<file path="config.mk">
export PLATFORM = sky130hd
export DESIGN_NAME = comparator_bist
export DESIGN_NICKNAME = d
export VERILOG_FILES = /design/src/rtl/comparator_bist.sv
export SDC_FILE = /design/constraint.sdc
export NUM_CORES = 1
export LEC_CHECK = 0
export ABC_AREA = 1
export CORE_ASPECT_RATIO = 1.75
export CORE_MARGIN = 1.5
export CORE_UTILIZATION = 56
export CTS_CLUSTER_SIZE = 10
export DETAILED_ROUTE_END_ITERATION = 8
export PLACE_DENSITY = 0.82
export SLEW_MARGIN = 10
export SYNTH_ARGS = -nofsm -noshare
export SYNTH_HDL_FRONTEND = slang
export SYNTH_SLANG_ARGS = --single-unit
</file>
<file path="constraint.sdc">
create_clock -name clk -period 2.4 [get_ports clk]
set_input_delay 0.48 -clock clk [delete_from_list [all_inputs] [get_ports clk]]
set_output_delay 0.48 -clock clk [all_outputs]
set_load 0.005 [all_outputs]
</file>
<file path="src/rtl/comparator_bist.sv">
// Self-test driver for the 2-bit magnitude comparator: walks all 16 operand pairs and checks gt/lt/eq.
// Optional BIST_STOP_ON_FAIL_EN ends the run at the first mismatching vector.
module comparator_bist #(
    parameter int SETTLE_CYCLES = 1
) (
    input  logic       clk,
    input  logic       rst_n,
    input  logic       start,
    output logic       A1,
    output logic       A0,
    output logic       B1,
    output logic       B0,
    input  logic       A_gt_B,
    input  logic       A_lt_B,
    input  logic       A_eq_B,
    output logic       busy,
    output logic       done,
    output logic       pass,
    output logic [4:0] err_count,
    output logic [3:0] first_fail_vec
);

    localparam logic [1:0] IDLE   = 2'd0;
    localparam logic [1:0] SETTLE = 2'd1;
    localparam logic [1:0] CHECK  = 2'd2;
    localparam logic [1:0] DONE   = 2'd3;

    localparam logic [3:0] SETTLE_INIT = 4'(SETTLE_CYCLES);

    logic [1:0] state;
    logic [3:0] vec;
    logic [3:0] cnt;

    logic       exp_gt;
    logic       exp_lt;
    logic       exp_eq;
    logic       mismatch;
    logic       last_vec;
    logic [4:0] err_next;

    assign A1 = vec[3];
    assign A0 = vec[2];
    assign B1 = vec[1];
    assign B0 = vec[0];

    assign exp_gt = (vec[3:2] >  vec[1:0]);
    assign exp_lt = (vec[3:2] <  vec[1:0]);
    assign exp_eq = (vec[3:2] == vec[1:0]);

    // Any deviation counts, so multi-hot and all-zero results fail too.
    assign mismatch = ({A_gt_B, A_lt_B, A_eq_B} != {exp_gt, exp_lt, exp_eq});
    assign err_next = (mismatch && err_count != 5'd16) ? err_count + 5'd1 : err_count;

`ifdef BIST_STOP_ON_FAIL_EN
    assign last_vec = mismatch || (vec == 4'd15);
`else
    assign last_vec = (vec == 4'd15);
`endif

    always_ff @(posedge clk or negedge rst_n) begin
        if (!rst_n) begin
            state          <= IDLE;
            vec            <= 4'd0;
            cnt            <= 4'd0;
            busy           <= 1'b0;
            done           <= 1'b0;
            pass           <= 1'b0;
            err_count      <= 5'd0;
            first_fail_vec <= 4'd0;
        end else begin
            case (state)
                IDLE, DONE: begin
                    if (start) begin
                        state          <= SETTLE;
                        vec            <= 4'd0;
                        cnt            <= SETTLE_INIT;
                        busy           <= 1'b1;
                        done           <= 1'b0;
                        pass           <= 1'b0;
                        err_count      <= 5'd0;
                        first_fail_vec <= 4'd0;
                    end
                end
                SETTLE: begin
                    if (cnt <= 4'd1) begin
                        state <= CHECK;
                    end else begin
                        cnt <= cnt - 4'd1;
                    end
                end
                CHECK: begin
                    err_count <= err_next;
                    if (mismatch && err_count == 5'd0) begin
                        first_fail_vec <= vec;
                    end
                    if (last_vec) begin
                        state <= DONE;
                        busy  <= 1'b0;
                        done  <= 1'b1;
                        pass  <= (err_next == 5'd0);
                    end else begin
                        state <= SETTLE;
                        vec   <= vec + 4'd1;
                        cnt   <= SETTLE_INIT;
                    end
                end
                default: state <= IDLE;
            endcase
        end
    end

endmodule
</file>
==> reports/metrics.yaml <==
yosys-top-cells-area: "dfrtp_1, nand2_1, ha_1"
viasPerCell: 5.402
ys_types: 23
start_util_pct: 58.97
num_vias: 1210
ys_seq_area_share_pct: 40.55
grt_pass1_wl_um: 4560
drt-initial-drc-count: 44
slew_headroom_pct: 76.49
hold_path_class: "reg -> reg"
ctsRootBufferMaster: "clkbuf_8"
synth.avg_cell_area_um2: 7.847
critPathLaunch: "vec[2]$_DFFE_PN0P_"
worst_ir_drop_vdd_mv: 0.6757
cts_buffer_depth: 2
drive_above_1_share_pct: 9.548
synth_top_area_cell: "dfrtp_1"
cts_resized: 0
hpwl_um: 2341
worstMarginPinSlew_ns: 0.3490
finalHoldViolCount: 0
leakagePower_nw: 0.7852
ys_ff_latch: 22
synth_xor_area_share_pct: 3.226
fin_setup_tns_ns: 0
drt_pre_antenna_iters: 4
cp.arrival_ns: 2.15
power_density_mw_per_mm2: 1029
seqCellArea_um2: 550.5
antennaDiodeCount: 0
place_congestion: 0.8391
grt_pass1_vias: 1156
clk_latency_ns: 0.27
synthCells: 173
syn_area_mm2: 0.001358
place_inst: 220
finalSetupViolCount: 0
cts_tree: "yes"
detail_route.wl_per_cell_um: 13.42
status: "finished, final reports clean"
multi_input_area_um2: 696.9
core_mm2: 0.002302
final_max_slew_viol_count: 0
final_cells: 224
cap_violations: 0
rows: 23
clock-sinks: 22
r2r_cells: 15
dieArea_mm2: 0.002740
cp.required_ns: 2.61
period_share_pct: 80.86
clk_pin_slew_ns: 0.08
syn-num-nets: 189
antenna_found_initial: 0
hold_buffers: 0
synthSimpleGateAreaFrac_pct: 26.45
synth_top_area_share_pct: 40.55
endpoint_kind: "flip-flop"
layout_min_cycle_time_ns: 1.941
drcViolationCount: 0
finClkSkew_ns: 0.001426
regToRegStartpoint: "vec[2]$_DFFE_PN0P_"
critPathLaunchType: "flip-flop"
n_fill_cell: 190
post_cts_buffers: 0
fp.dieW_um: 40.22
min_from: "busy$_DFFE_PN0P_"
numCtsBuffers: 3
num_io_pins: 22
synth_top_family_by_area: "simple AND/OR/NAND/NOR gates"
hold_depth: 2
synth-compound-area-share_pct: 12.44
synthAdderAreaFrac_pct: 9.217
cts_max_level: 1
grt_overflow_total: 0
portBuffers: 21
grt_start_max_net_pins: 23
syn2layout_area_growth_pct: 22.40
rsz0062_at_grt: "no"
totalWireLength_um: 3007
worst-setup-path-type: "reg -> reg"
grt_use_total_pct: 24.29
final_nets: 216
ys_warn_count: 0
detail-route-antenna-nets: 0
fmax_ghz: 0.5153
muxShareOfSynthArea_pct: 0
die_h_um: 68.14
critical_path_peak_fanout: 6
[critical path, stage by stage (launching register included)]
cell	delay, ns
dfrtp_1	0.42
inv_1	0.08
ha_1	0.32
nand2_1	0.12
nand2_1	0.06
nand2_1	0.06
nand2_1	0.06
nor2_2	0.11
nand2_2	0.12
nand2_4	0.10
nand2_1	0.08
nand2_1	0.09
nand2_1	0.06
nor2_1	0.08
nand2_1	0.06
nand2_1	0.05
[metal layers]
metal	GRT usage [%]	wire (um)	vias up	share of wire, %
li1	-	-	610	-
met1	22.67	1223	567	41
met2	46.17	1619	24	54
met3	2.922	83	9	2.8
met4	13.75	80	0	2.7
met5	0	0	-	0
[layout by cell type (no fill, tap or decap), types with 2 or more instances in the layout]
master,Yosys,final
nor2_1,11,11
a21oi_1,4,4
nand3_1,16,16
nand2_2,2,2
inv_1,25,25
ha_1,10,10
o21ai_0,17,17
nand2_1,39,39
buf_4,1,2
o22ai_1,4,4
xor2_1,4,4
dfrtp_1,22,22
o31ai_1,3,3
nor2_2,5,5
clkdlybuf4s50_1,0,21
clkbuf_8,0,4
nor2_4,2,2
[per-stage QoR]
stage | setup slack (ns) | cell area (um^2) | hold slack [ns] | util (%) | total power (W)
floorplan | 0.7093 | 1358 | 0.1844 | - | 0.001169
global placement | 0.4839 | 1607 | 0.4597 | 69.78 | 0.001389
detailed placement | 0.4004 | 1607 | 0.4674 | 69.78 | 0.001440
CTS | 0.4734 | 1662 | 0.4867 | 72.17 | 0.001710
global route | 0.2565 | 1662 | 0.5065 | 72.17 | 0.001844
finish | 0.4594 | 1662 | 0.4858 | 72.17 | 0.001710
[Yosys cell counts]
| cell | count |
|---|---|
| o22ai_1 | 4 |
| nor2_4 | 2 |
| nand4_1 | 1 |
| nor2_2 | 5 |
| a21oi_1 | 4 |
| o21a_1 | 1 |
| nand2_4 | 1 |
| o31ai_1 | 3 |
| xnor2_1 | 1 |
| inv_1 | 25 |
| clkinv_2 | 1 |
| nand3b_1 | 1 |
| nand2_1 | 39 |
| o21ai_0 | 17 |
| buf_4 | 1 |
| nand2_2 | 2 |
| inv_2 | 1 |
| dfrtp_1 | 22 |
| nor2_1 | 11 |
| ha_1 | 10 |
| nand3_1 | 16 |
| xor2_1 | 4 |
| o21ai_2 | 1 |
[area by class of cell]
class	instances	share of cell area, %
clock buffer	4	3.313
multi-input combinational	123	41.94
inverter	27	6.175
sequential	22	33.13
timing repair buffer	23	13.55
tap	25	1.883
[power by group]
part / leakage, nW / switching, W / internal, W
clock network: 0.0288 / 0.000124 / 0.000147
registers: 0.296 / 0.0000695 / 0.000449
logic: 0.461 / 0.000575 / 0.000346
[cells by family after synthesis]
| logic type | count (synthesis) |
|---|---|
| flip-flops | 22 |
| AND/OR/NAND/NOR | 78 |
| buffers and inverters | 28 |
| adder cells (fa/ha/maj) | 10 |
| AO/OA/AOI/OAI | 30 |
| XOR/XNOR | 5 |
[worst paths after layout]
| path | end | slack [ns] |
|---|---|---|
| hold reg to reg | busy$_DFFE_PN0P_ | 0.49 |
| hold / removal | busy$_DFFE_PN0P_ | 0.49 |
| setup / recovery | pass$_DFFE_PN0P_ | 0.46 |
| min in group asynchronous | state[1]$_DFFE_PN0P_ | 0.55 |
| max in group asynchronous | vec[2]$_DFFE_PN0P_ | 1.62 |
| setup reg to reg | pass$_DFFE_PN0P_ | 0.46 |
[registers in the layout (all words and copies together) (netlist names)]
| name | count |
|---|---|
| busy | 1 |
| cnt | 4 |
| done | 1 |
| err_count | 5 |
| first_fail_vec | 4 |
| pass | 1 |
| state | 2 |
| vec | 4 |
(Power assumes the default switching activity.)
